==> src/rtl/siso_xfer_ctrl_if.sv <==
// Handshake and serial-chain signals between the transfer controller and its
// producer/consumer plus the attached SISO chain.
interface siso_xfer_ctrl_if #(
  parameter int unsigned WIDTH = 8
);
  logic             start_valid;
  logic             start_ready;
  logic [WIDTH-1:0] din;
  logic             ser_out;
  logic             shift_en;
  logic             ser_in;
  logic [WIDTH-1:0] dout;
  logic             dout_valid;
  logic             dout_ready;
  logic             busy;

  modport master (
    input  start_valid, din, ser_in, dout_ready,
    output start_ready, ser_out, shift_en, dout, dout_valid, busy
  );

  modport slave (
    output start_valid, din, ser_in, dout_ready,
    input  start_ready, ser_out, shift_en, dout, dout_valid, busy
  );
endinterface

==> src/rtl/siso_xfer_ctrl.sv <==
// Serialises a parallel word MSB-first through a DEPTH-stage SISO chain and
// recovers it from the chain output, presenting the result on valid/ready.
module siso_xfer_ctrl #(
  parameter int unsigned WIDTH = 8,
  parameter int unsigned DEPTH = 4
) (
  input  logic               clk,
  input  logic               rst_n,
  siso_xfer_ctrl_if.master   bus
);

  localparam int unsigned XFER_LEN = WIDTH + DEPTH;
  localparam int unsigned CW       = $clog2(XFER_LEN + 1);

  typedef enum logic [1:0] {IDLE, SHIFT, DONE} state_t;

  state_t           state;
  logic [CW-1:0]    cnt;
  logic [WIDTH-1:0] tx;
  logic [WIDTH-1:0] rx;
  logic [WIDTH-1:0] rx_next_c;
  logic             capture_c;

  // Capture begins once the first driven bit has crossed the whole chain.
  assign capture_c = (cnt >= CW'(DEPTH));
  assign rx_next_c = (rx << 1) | WIDTH'(bus.ser_in);

  always_ff @(posedge clk or negedge rst_n) begin
    if (!rst_n) begin
      state           <= IDLE;
      cnt             <= '0;
      tx              <= '0;
      rx              <= '0;
      bus.start_ready <= 1'b1;
      bus.ser_out     <= 1'b0;
      bus.shift_en    <= 1'b0;
      bus.dout        <= '0;
      bus.dout_valid  <= 1'b0;
      bus.busy        <= 1'b0;
    end else begin
      case (state)
        IDLE: begin
          if (bus.start_valid) begin
            state           <= SHIFT;
            cnt             <= '0;
            tx              <= bus.din << 1;
            rx              <= '0;
            bus.ser_out     <= bus.din[WIDTH-1];
            bus.shift_en    <= 1'b1;
            bus.start_ready <= 1'b0;
            bus.busy        <= 1'b1;
          end
        end

        // tx shifts in zeros, so the flush cycles drive 0 without extra logic.
        SHIFT: begin
          cnt         <= cnt + CW'(1);
          tx          <= tx << 1;
          bus.ser_out <= tx[WIDTH-1];
          if (capture_c) begin
            rx <= rx_next_c;
          end
          if (cnt == CW'(XFER_LEN - 1)) begin
            state          <= DONE;
            bus.dout       <= rx_next_c;
            bus.dout_valid <= 1'b1;
            bus.shift_en   <= 1'b0;
            bus.ser_out    <= 1'b0;
          end
        end

        DONE: begin
          if (bus.dout_ready) begin
            state           <= IDLE;
            bus.dout_valid  <= 1'b0;
            bus.start_ready <= 1'b1;
            bus.busy        <= 1'b0;
          end
        end

        default: state <= IDLE;
      endcase
    end
  end

endmodule

==> src/flat_wrapper.sv <==
// flat-port wrapper written by rule: the top's interface ports become plain ports
module siso_xfer_ctrl_flat 
#(
  parameter int unsigned WIDTH = 8,
  parameter int unsigned DEPTH = 4
)
  (clk, rst_n, bus_start_valid, bus_din, bus_ser_in, bus_dout_ready, bus_start_ready, bus_ser_out, bus_shift_en, bus_dout, bus_dout_valid, bus_busy);
  siso_xfer_ctrl_if #(.WIDTH(WIDTH)) bus_i ();
  input  logic clk;
  input  logic rst_n;
  input wire logic [$bits(bus_i.start_valid)-1:0] bus_start_valid;
  input wire logic [$bits(bus_i.din)-1:0] bus_din;
  input wire logic [$bits(bus_i.ser_in)-1:0] bus_ser_in;
  input wire logic [$bits(bus_i.dout_ready)-1:0] bus_dout_ready;
  output wire logic [$bits(bus_i.start_ready)-1:0] bus_start_ready;
  output wire logic [$bits(bus_i.ser_out)-1:0] bus_ser_out;
  output wire logic [$bits(bus_i.shift_en)-1:0] bus_shift_en;
  output wire logic [$bits(bus_i.dout)-1:0] bus_dout;
  output wire logic [$bits(bus_i.dout_valid)-1:0] bus_dout_valid;
  output wire logic [$bits(bus_i.busy)-1:0] bus_busy;
  assign bus_i.start_valid = bus_start_valid;
  assign bus_i.din = bus_din;
  assign bus_i.ser_in = bus_ser_in;
  assign bus_i.dout_ready = bus_dout_ready;
  assign bus_start_ready = bus_i.start_ready;
  assign bus_ser_out = bus_i.ser_out;
  assign bus_shift_en = bus_i.shift_en;
  assign bus_dout = bus_i.dout;
  assign bus_dout_valid = bus_i.dout_valid;
  assign bus_busy = bus_i.busy;
  siso_xfer_ctrl #(.WIDTH(WIDTH), .DEPTH(DEPTH)) u_core (.clk(clk), .rst_n(rst_n), .bus(bus_i));
endmodule
==> config.mk <==
export PLATFORM = sky130hd
export DESIGN_NAME = siso_xfer_ctrl_flat
export DESIGN_NICKNAME = d
export VERILOG_FILES = /design/src/rtl/siso_xfer_ctrl_if.sv /design/src/rtl/siso_xfer_ctrl.sv /design/src/flat_wrapper.sv
export SDC_FILE = /design/constraint.sdc
export NUM_CORES = 1
export LEC_CHECK = 0
export CAP_MARGIN = 20
export CORE_MARGIN = 3
export CORE_UTILIZATION = 55
export CTS_CLUSTER_DIAMETER = 40
export DETAILED_ROUTE_END_ITERATION = 6
export DONT_BUFFER_PORTS = 1
export PLACE_DENSITY = 0.67
export SLEW_MARGIN = 20
export SYNTH_ARGS = -nofsm -noshare
export SYNTH_HDL_FRONTEND = slang
export SYNTH_SLANG_ARGS = --single-unit
==> constraint.sdc <==
create_clock -name clk -period 1.9 [get_ports clk]
set_input_delay 0.19 -clock clk [delete_from_list [all_inputs] [get_ports clk]]
set_output_delay 0.19 -clock clk [all_outputs]
set_load 0.05 [all_outputs]
# After elaboration in Yosys (flattened, before gate mapping)

Index checks and enable logic that the tools add are counted.

Equality and inequality tests: 7
Order comparisons: 1
Reductions and logical operators: 11
Bitwise gates (word level): 1
$add $sub $neg: 1
Mux-type cells: 24

Operators by type and width:

| kind                | number |
|---|---|
| $pmux 8 s2          | 1 |
| $reduce_and 3->1    | 5 |
| $mux 7              | 2 |
| $pmux 7 s2          | 1 |
| $pmux 1 s2          | 5 |
| $mux 1              | 8 |
| $mux 8              | 1 |
| $or 8x1->8          | 1 |
| $pmux 4 s2          | 1 |
| $mux 2              | 3 |
| $pmux 2 s3          | 1 |
| $reduce_bool 2->1   | 3 |
| $add 4x1->4 const B | 1 |
| $eq 4x4->1 const B  | 1 |
| $ge 4x3->1 const B  | 1 |
| $mux 4              | 1 |
| $ne 2x1->1 const B  | 2 |
| $ne 2x2->1 const B  | 2 |
| $reduce_and 2->1    | 2 |
| $eq 2x1->1 const B  | 1 |
| $eq 2x2->1 const B  | 1 |
| $logic_not 2->1     | 1 |

Word-level logic and storage cells: 55
Input port bits: 13
Bits in registers: 34
Output and inout bits: 13

# Longest topological paths before layout

Gate-level depths: netlist (run 1).

Depth in word-level cells: 3
Gate-level depth with buffers: 5
Mapped depth without buffers: 4

# Worst setup path before layout (run 1)

No wires, ideal clock.

Path kind: flip-flop to flip-flop
From: reg u_core.cnt[0]
To: reg u_core.bus.dout[0]
Path slack: 529 ps
Path buffers: 0
Period minus slack after synthesis: 1371 ps
Cell stages (with the launch flop): 5
Data required time: 1775 ps
Arrival: 1246 ps
Library setup time: 125 ps
Path through: dfrtp_1 ha_1 nand3b_2 nor2_8 mux2_4

Word-level cells in the longest chain between the ends: 2

RTL lines:

| element                           | line                    | text |
|---|---|---|
| start, declared                   | siso_xfer_ctrl.sv:18    | `logic [CW-1:0] cnt;` |
| start signal, assigned            | siso_xfer_ctrl.sv:57    | `cnt <= cnt + CW'(1);` |
| $eq 4x4->1                        | siso_xfer_ctrl.sv:63    | `if (cnt == CW'(XFER_LEN - 1)) begin` |
| $reduce_and 2->1 (no source line) | -                       |  |
| end signal, assigned              | siso_xfer_ctrl.sv:65    | `bus.dout <= rx_next_c;` |
| end, declared                     | siso_xfer_ctrl_if.sv:19 | `output start_ready, ser_out, shift_en, dout, dout_valid, busy` |

Every way passes these cells.
A chain may end at the register's enable or synchronous reset.

# Worst setup path in the final report (run 1)

From: reg u_core.state[0]
To: reg u_core.bus.ser_out

Word-level cells in the longest chain between the ends: 3
Elaborated cells between the ends (all ways): 6
Classes of those cells: eq/ne (2); mux (1); reduce/logical (3)

RTL lines:

| element                                                                 | line                    | text |
|---|---|---|
| start, declared                                                         | siso_xfer_ctrl.sv:17    | `state_t state;` |
| start signal, assigned                                                  | siso_xfer_ctrl.sv:30    | `state <= IDLE;` |
| start signal, assigned                                                  | siso_xfer_ctrl.sv:44    | `state <= SHIFT;` |
| start signal, assigned                                                  | siso_xfer_ctrl.sv:64    | `state <= DONE;` |
| $eq 2x1->1 / $logic_not 2->1 (equally long branches)                    | siso_xfer_ctrl.sv:41    | `case (state)` |
| $reduce_bool 2->1 (no source line) / $ne 2x2->1 (equally long branches) | -                       |  |
| $reduce_and 2->1 (no source line)                                       | -                       |  |
| end signal, assigned                                                    | siso_xfer_ctrl.sv:48    | `bus.ser_out <= bus.din[WIDTH-1];` |
| end signal, assigned                                                    | siso_xfer_ctrl.sv:59    | `bus.ser_out <= tx[WIDTH-1];` |
| end, declared                                                           | siso_xfer_ctrl_if.sv:19 |  |

Parallel ways exist; a longest one is shown, timed or not.

==> impl_metrics.csv, run 1 <==
group,metric,value,unit
logic_synthesis,syn_area_per_cell,12.05,um^2
sta,relSlewSlack,64.59,%
logic_synthesis,synth_seq_cells,33,
logic_synthesis,synth-compound-area-share,19.91,%
critical_path,required,2.15,ns
global_route,antenna_found_initial,0,
global_route,grt_busiest_layer,"met1",
sta,timing.final.crit_share,83.24,%
pwr,vdd_drop_max,1372,uV
critical_path,rr_startpoint,"u_core.state[0]",
route,wl,2.657,mm
pwr,powerDensity,1692,nW/um^2
critical_path,r2r_slack,0.32,ns
critical_path,start_kind,"register",
final_layout,fillers,196,
critical_path,path_class,"reg -> reg",
logic_synthesis,yosys_warnings,0,
logic_synthesis,yosysMostFrequentCell,"dfrtp_1",
final_layout,multi_input_area,601.8,um^2
logic_synthesis,synth_top_family_by_area,"compound AO/OA/AOI/OAI gates",
sta,drv_slew,0,
sta,hold_violations,0,
logic_synthesis,netlist_top_cells_area,"dfrtp_1 (54%), mux2_4 (8.2%), a22o_1 (4.8%), o21ai_0 (4.4%), nor2b_1 (3.8%)",
sta,fin_skew,0.003454,ns
logic_synthesis,yosysUniqueCellTypes,30,
logic_synthesis,synthXorXnorAreaFrac,0,%
critical_path,startpoint,"u_core.state[0]",
route,vias,990,
place,dpl_cell_area,1481,um^2
place,dp.cells,147,
logic_synthesis,synthMuxAreaShare,8.851,%
critical_path,end_kind,"register",
clock_network,root_buffer,"clkbuf_4",
critical_path,reg2reg_to,"u_core.bus.ser_out",
logic_synthesis,synth-edff-count,0,
final_layout,drive_gt1_share,17.97,%
pwr,p_leak,0.7081,nW
clock_network,clk_pin_slew,0.10,ns
final_layout,seq_area,827.0,um^2
global_route,grt_usage,17.89,%
sta,setup_tns,0,ns
sta,max_freq,632.3,MHz
floorplanning,die_h,57.70,um
min_path,hp-class,"in -> reg",
route,first_pass_iters,4,
floorplanning,io_pins,26,
clock_network,numClockSinks,33,
route,wire_per_inst,16.82,um
logic_synthesis,synth-async-reset-ratio,100.0,%
clock_network,post-cts-setup-buffers,0,
route,ant_nets,0,
global_route,use_met1,25.88,%
critical_path,cpMaxStageDelayCell,"dfrtp_1",
floorplanning,fp-row-count,18,
logic_synthesis,synth_cells,122,
critical_path,slowest_delay,0.69,ns
global_route,grt_pass1_vias,956,
clock_network,cts_buffers,5,
clock_network,cts_resized,0,
floorplanning,core_area,2500,um^2
route,routed_via_density,6.266,
flow_run,max_cap_viol_count,0,
sta,layout_min_cycle_time,1.582,ns
logic_synthesis,synthFlopType,"dfrtp_1",
critical_path,critPathArrivalTime,1.83,ns
global_route,grt_pass1_wl,4.519,mm
final_layout,nNetsFinal,141,
logic_synthesis,synth_area_leader_cell,"dfrtp_1",
global_route,met3_usage,4.677,%
pwr,power,0.002661,W
clock_network,cts_tree,"yes",
logic_synthesis,yosys-top-cells-count,"dfrtp_1 (32), o21ai_0 (13), nor2b_1 (9), a22o_1 (8), mux2_4 (8)",
logic_synthesis,yosys.area_share.adder,0.8511,%
sta,finalSetupViolCount,0,
logic_synthesis,synthSimpleGateAreaFrac,11.32,%
global_route,grt.overflow.total,0,
logic_synthesis,ys_seq_area_share,56.26,%
floorplanning,fp.dieW,57.70,um
place,place_hpwl,1.789,mm
final_layout,syn2layout_area_growth,6.979,%
clock_network,clockBufferDepth,2,
place,place_congestion,0.7260,
global_route,grt_use_met2,24.84,%
floorplanning,start_util,58.81,%
route,drt_iter0_drc,36,
final_layout,final_cells,158,
sta,hold-worst-slack,0.03145,ns
sta,rsz0062_at_grt,"no",
critical_path,crit_fanout,15,
clock_network,insertion_delay,0.33,ns
critical_path,crit_end,"u_core.bus.ser_out",
route,drc,0,
critical_path,cp_cell_sequence,"nor2b_1 -> a32oi_1 -> o21ai_0",
final_layout,n_antenna_cell,0,
logic_synthesis,netlist.area_leader.share,54.47,%
final_layout,final_area,1573,um^2
place,numPortBuffers,0,
global_route,grt_max_degree,34,
clock_network,cts_htree_levels,2,
logic_synthesis,synthesis.area,1470,um^2
critical_path,r2r_cells,3,
logic_synthesis,synth_fp_nets,136,
run_status,status,"completed",
sta,tightest_slew,0.5311,ns
floorplanning,dieArea,3329,um^2
-- what timing repair did --
item	4_1_cts	5_1_grt
setup endpoints to repair	0	0
hold endpoints to repair	35	0
hold buffers	3	0
-- stage by stage --
| step | setup WS [ns] | util (%) |
|---|---|---|
| global route | 0.2099 | 62.91 |
| detailed placement | 0.3434 | 59.26 |
| global placement | 0.3917 | 59.26 |
| floorplan | 0.5289 | - |
| finish | 0.3184 | 62.91 |
| CTS | 0.3325 | 62.91 |
-- power breakdown --
part	switching (W)	internal, W	leakage [nW]	total [W]
registers	0.000617	0.000966	0.420	0.00158
logic	0.000331	0.000379	0.257	0.000710
clock network	0.000227	0.000141	0.0320	0.000368
-- final cells by class --
cell class	instances	area share, %
Sequential cell	33	52.59
Multi-Input combinational cell	80	38.27
Clock buffer	6	2.625
Timing Repair Buffer	3	2.546
Tap cell	30	2.387
Inverter	4	0.9547
Clock inverter	2	0.6364
-- cells in the final DEF (no fill, tap or decap), types with 2 or more instances in the layout --
| cell type | Yosys | layout |
|---|---|---|
| clkbuf_4 | 0 | 5 |
| o21ai_0 | 13 | 13 |
| nand2_1 | 7 | 7 |
| dlygate4sd3_1 | 0 | 2 |
| a22o_1 | 8 | 8 |
| nor2_1 | 6 | 6 |
| clkinv_2 | 0 | 2 |
| a21oi_1 | 7 | 7 |
| nor2b_1 | 9 | 9 |
| nand3_1 | 2 | 2 |
| mux2_4 | 8 | 8 |
| dfrtp_1 | 32 | 32 |
| inv_1 | 4 | 4 |
| a22oi_1 | 6 | 6 |
-- logic make-up after synthesis --
| kind of cell | Yosys count |
|---|---|
| compound gates | 42 |
| fa+ha+maj | 1 |
| buf+inv | 9 |
| flops | 33 |
| mux | 9 |
| simple gates | 28 |
-- flip-flops by register name, indices dropped and copies added, names as in the netlist --
| name | flops |
|---|---|
| u_core.bus.dout | 8 |
| u_core.bus.dout_valid | 1 |
| u_core.bus.ser_out | 1 |
| u_core.bus.start_ready | 1 |
| u_core.tx | 7 |
| u_core.bus.busy | 1 |
| u_core.state | 2 |
| u_core.cnt | 4 |
| u_core.bus.shift_en | 1 |
| u_core.rx | 7 |
-- worst min path at each step --
| stage | depth (start not counted) | start | slack (ns) | end |
|---|---|---|---|---|
| final | 1 | bus_din[0] | 0.03 | u_core.tx[1] |
| after global routing | 1 | bus_din[0] | 0.02 | u_core.tx[1] |
| after CTS | 1 | bus_din[0] | 0.01 | u_core.tx[1] |
| after detailed placement | 0 | rst_n | -0.10 | u_core.bus.shift_en |
| after global placement | 0 | rst_n | -0.10 | u_core.bus.shift_en |
| after floorplan | 0 | rst_n | -0.11 | u_core.bus.busy |
-- per-layer routing --
metal / part of all wire [%] / vias up
li1: - / 453
met1: 47 / 500
met2: 45 / 31
met3: 6.1 / 6
met4: 1.8 / 0
met5: 0 / -
-- worst max-delay path, delay by kind of cell (launching register included) --
kind	cells	cell delay, ns
simple gates	1	0.52
compound gates	2	0.29
flops	1	0.69
Power figures use the tool's default switching activity.
==> inputs of run 2 (changes only) <==
==> constraint.sdc (replaced) <==
create_clock -name clk -period 1.6 [get_ports clk]
set_input_delay 0.16 -clock clk [delete_from_list [all_inputs] [get_ports clk]]
set_output_delay 0.16 -clock clk [all_outputs]
set_load 0.05 [all_outputs]
==> impl_metrics.csv, run 2 (synthesized netlist as in run 1, its figures left out) <==
group,metric,value,unit
critical_path,end_kind,"register",
pwr,internal-power,0.001855,W
sta,hold-worst-slack,0.02802,ns
sta,drv_slew,0,
sta,timing.final.crit_share,93.60,%
min_path,hp-class,"in -> reg",
final_layout,largest-register,"u_core.bus.dout",
floorplanning,start_util,58.81,%
pwr,p_sw,0.001425,W
final_layout,nNetsFinal,152,
floorplanning,core_area,2500,um^2
route,vias,979,
critical_path,start_kind,"register",
sta,tightest_slew,0.5246,ns
pwr,p_comb_share,32.2,%
route,wl,2.727,mm
route,first_pass_iters,4,
final_layout,top_regs,"u_core.bus.dout x8, u_core.rx x7, u_core.tx x7",
sta,rsz0062_at_grt,"no",
pwr,powerDensity,1979,nW/um^2
global_route,grt_pass1_wl,4.733,mm
global_route,grt_pass1_vias,1013,
route,drc,0,
sta,setup_tns,0,ns
critical_path,crit_fanout,9,
route,routed_via_density,5.793,
clock_network,cts_resized,0,
pwr,p_clk_share,13.4,%
clock_network,clk_pin_slew,0.10,ns
clock_network,numClockSinks,33,
clock_network,insertion_delay,0.33,ns
sta,finalWorstSetupSlack,0.1023,ns
final_layout,largest_reg_flops,8,
pwr,switching_share,43.44,%
floorplanning,fp-row-count,18,
flow_run,max_cap_viol_count,0,
floorplanning,dieArea,3329,um^2
final_layout,fillers,194,
final_layout,n_antenna_cell,0,
critical_path,path_class,"reg -> reg",
final_layout,drive_gt1_share,23.74,%
sta,max_freq,667.7,MHz
place,place_hpwl,1.930,mm
final_layout,syn2layout_area_growth,12.77,%
clock_network,cts_buffers,5,
place,place_congestion,0.7404,
critical_path,required,1.82,ns
global_route,antenna_found_initial,0,
floorplanning,die_h,57.70,um
pwr,vdd_drop_max,1710,uV
place,dp_worst_setup_slack,0.1196,ns
sta,hold_violations,0,
clock_network,cts_tree,"yes",
clock_network,post-cts-setup-buffers,0,
sta,layout_min_cycle_time,1.498,ns
floorplanning,io_pins,26,
route,ant_nets,0,
sta,fin_skew,0.005885,ns
critical_path,critPathArrivalTime,1.71,ns
sta,finalSetupViolCount,0,
final_layout,final_cells,169,
clock_network,clockBufferDepth,2,
critical_path,r2r_cells,4,
place,dp.cells,157,
route,wire_per_inst,16.14,um
run_status,status,"completed",
final_layout,final_cell_mix,"dfrtp_1 (32), o21ai_0 (13), buf_4 (10)",
final_layout,final_common_cell,"dfrtp_1",
global_route,grt_max_degree,34,
min_path,hold_depth,3,
clock_network,root_buffer,"clkbuf_4",
place,numPortBuffers,0,
clock_network,cts_htree_levels,2,
route,drt_iter0_drc,52,
global_route,grt.overflow.total,0,
pwr,seq_power_share,54.4,%
pwr,p_leak,0.7625,nW
global_route,grt_usage,18.74,%
floorplanning,fp.dieW,57.70,um
sta,relSlewSlack,65.03,%
[run 2: final cells by class]
cell class	count	area, um^2	area share, %
sequential	33	827.0	49.89
clock inverter	2	10.01	0.6038
timing repair buffer	14	125.1	7.547
inverter	4	15.01	0.9057
multi-input combinational	80	601.8	36.30
clock buffer	6	41.29	2.491
tap	30	37.54	2.264
[run 2: repair_timing]
item,in CTS,in global routing
endpoints found under the hold margin,36,0
setup endpoints to repair,0,0
hold buffers,4,0
[run 2: critical path, cell delays in order (launching register included)]
cell      delay [ns]
dfrtp_1         0.40
ha_1            0.22
nand3b_2        0.19
nor2_8          0.26
mux2_4          0.32
[run 2: path summary, 6_finish.rpt]
path,startpoint,end,slack [ns]
setup / recovery,u_core.cnt[0],u_core.bus.dout[2],0.10
hold / removal,bus_dout_ready,u_core.bus.dout_valid,0.03
setup reg to reg,u_core.cnt[0],u_core.bus.dout[2],0.10
hold reg to reg,u_core.tx[1],u_core.tx[1],0.50
max in group asynchronous,rst_n,u_core.bus.start_ready,1.09
min in group asynchronous,rst_n,u_core.bus.ser_out,0.27
[run 2: power groups by stage]
| stage | Clock [W] | Sequential [W] | Combinational (W) |
|---|---|---|---|
| 2_1_floorplan | 0 | 0.00179 | 0.000749 |
| 3_3_place_gp | 0 | 0.00178 | 0.00101 |
| 3_5_place_dp | 0 | 0.00180 | 0.00103 |
| 4_1_cts | 0.000450 | 0.00179 | 0.00107 |
| 5_1_grt | 0.000492 | 0.00183 | 0.00118 |
| 6_report | 0.000440 | 0.00178 | 0.00106 |
[run 2: stage by stage]
stage / power, W / cell area [um^2] / utilization (%)
2_1_floorplan: 0.002540 / 1470 / -
3_3_place_gp: 0.002790 / 1556 / 62.26
3_5_place_dp: 0.002829 / 1556 / 62.26
4_1_cts: 0.003303 / 1658 / 66.32
5_1_grt: 0.003498 / 1658 / 66.32
6_report: 0.003280 / 1658 / 66.32
[run 2: routing by layer]
metal | routed length (um) | part of all wire (%) | GRT usage (%) | up-vias
met3 | 126 | 4.6 | 5.791 | 7
met1 | 1352 | 50 | 26.46 | 478
met5 | 0 | 0 | 0 | -
met2 | 1192 | 44 | 26.29 | 21
met4 | 56 | 2.1 | 8.940 | 0
li1 | - | - | - | 473
==> inputs of run 3 (changes only) <==
--- a/config.mk
+++ b/config.mk
@@ -8,6 +8,7 @@
 export CAP_MARGIN = 20
 export CORE_MARGIN = 3
 export CORE_UTILIZATION = 55
+export CTS_BUF_LIST = sky130_fd_sc_hd__clkbuf_16
 export CTS_CLUSTER_DIAMETER = 40
 export DETAILED_ROUTE_END_ITERATION = 6
 export DONT_BUFFER_PORTS = 1
==> impl_metrics.csv, run 3 (synthesized netlist as in run 1, its figures left out) <==
group,metric,value,unit
sta,tightest_slew,0.5236,ns
clock_network,clk_pin_slew,0.05,ns
pwr,vdd_drop_max,1620,uV
sta,drv_slew,0,
floorplanning,fp-row-count,18,
critical_path,critPathArrivalTime,1.63,ns
pwr,p_comb_share,28.3,%
clock_network,cts_tree,"yes",
route,drt_iter0_drc,43,
sta,rsz0062_at_grt,"no",
final_layout,fillers,179,
sta,hold_violations,0,
global_route,grt_pass1_wl,4.823,mm
route,drc,0,
place,numPortBuffers,0,
clock_network,cts_hold_buffers,2,
critical_path,crit_fanout,9,
global_route,grt.overflow.total,0,
floorplanning,start_util,58.81,%
final_layout,largest-register,"u_core.bus.dout",
critical_path,path_class,"reg -> reg",
global_route,grt_usage,19.64,%
final_layout,seq_area,827.0,um^2
final_layout,top_regs,"u_core.bus.dout x8, u_core.rx x7, u_core.tx x7",
clock_network,cts_buffers,5,
final_layout,syn2layout_area_growth,17.36,%
pwr,p_sw,0.001466,W
flow_run,max_cap_viol_count,0,
place,place_hpwl,1.930,mm
critical_path,required,1.76,ns
final_layout,n_antenna_cell,0,
clock_network,post-cts-setup-buffers,0,
clock_network,cts_htree_levels,2,
route,wl,2.764,mm
route,routed_via_density,5.868,
place,place_congestion,0.7404,
sta,relSlewSlack,65.10,%
floorplanning,io_pins,26,
sta,fin_skew,0.001191,ns
sta,finalSetupViolCount,0,
sta,timing.final.crit_share,92.16,%
floorplanning,core_area,2500,um^2
final_layout,largest_reg_flops,8,
final_layout,nNetsFinal,150,
clock_network,clockBufferDepth,2,
pwr,p_leak,0.7969,nW
min_path,hp-class,"in -> reg",
clock_network,insertion_delay,0.27,ns
clock_network,cts_resized,0,
global_route,grt_max_degree,34,
pwr,switching_share,39.43,%
floorplanning,die_h,57.70,um
route,first_pass_iters,4,
final_layout,final_common_cell,"dfrtp_1",
floorplanning,fp.dieW,57.70,um
critical_path,end_kind,"register",
route,ant_nets,0,
global_route,antenna_found_initial,0,
run_status,status,"completed",
critical_path,r2r_slack,0.13,ns
final_layout,drive_gt1_share,24.09,%
pwr,internal-power,0.002253,W
clock_network,root_buffer,"clkbuf_16",
route,wire_per_inst,16.55,um
sta,max_freq,678.1,MHz
clock_network,numClockSinks,33,
sta,layout_min_cycle_time,1.475,ns
final_layout,final_cell_mix,"dfrtp_1 (32), o21ai_0 (13), buf_4 (10)",
route,vias,980,
final_layout,post-route-util,69.02,%
critical_path,start_kind,"register",
pwr,p_clk_share,23.8,%
sta,setup_tns,0,ns
pwr,powerDensity,2155,nW/um^2
global_route,grt_pass1_vias,1000,
final_layout,multi_input_area,601.8,um^2
pwr,seq_power_share,48.0,%
floorplanning,dieArea,3329,um^2
## run 3: cell type report
| cell class | instances | area share [%] |
|---|---|---|
| clock buffers | 5 | 7.252 |
| clock inverters | 3 | 0.7977 |
| inverters | 4 | 0.8702 |
| multi-input cells | 80 | 34.88 |
| flip-flops and latches | 33 | 47.93 |
| well taps | 30 | 2.175 |
| repair buffers | 12 | 6.091 |
## run 3: power by group through the flow
| stage | clock network [W] | logic [W] | registers, W |
|---|---|---|---|
| floorplan | 0 | 0.000749 | 0.00179 |
| global placement | 0 | 0.00101 | 0.00178 |
| detailed placement | 0 | 0.00103 | 0.00180 |
| CTS | 0.000905 | 0.00106 | 0.00179 |
| global route | 0.000947 | 0.00117 | 0.00183 |
| finish | 0.000884 | 0.00105 | 0.00178 |
## run 3: final timing paths
path,startpoint,end,cells after the start
worst max-delay path,u_core.cnt[0],u_core.bus.dout[1],4
worst min-delay path,bus_ser_in,u_core.bus.dout[0],1
worst max register to register,u_core.cnt[0],u_core.bus.dout[1],4
worst min register to register,u_core.tx[4],u_core.tx[4],2
max in group asynchronous,rst_n,u_core.bus.start_ready,2
min in group asynchronous,rst_n,u_core.cnt[2],2
## run 3: metrics by stage
stage	hold slack, ns	power (W)	area, um^2	instances	worst slack, ns
floorplan	-0.1356	0.002540	1470	122	0.2289
global placement	-0.1348	0.002790	1556	157	0.1716
detailed placement	-0.1346	0.002829	1556	157	0.1196
CTS	0.02723	0.003754	1725	167	0.1166
global route	0.02947	0.003949	1725	167	0.03748
finish	0.03150	0.003719	1725	167	0.1254
## run 3: layer usage
layer | routed length [um] | GRT usage [%] | part of all wire (%) | vias up
met5 | 0 | 0 | 0 | -
met4 | 60 | 11.92 | 2.2 | 0
met3 | 150 | 6.459 | 5.4 | 5
met2 | 1254 | 27.10 | 45 | 28
met1 | 1299 | 26.75 | 47 | 479
li1 | - | - | - | 468
## run 3: worst max-delay path: stages, from the launching register on
cell,delay (ns)
dfrtp_1,0.38
ha_1,0.22
nand3b_2,0.19
nor2_8,0.25
mux2_4,0.32
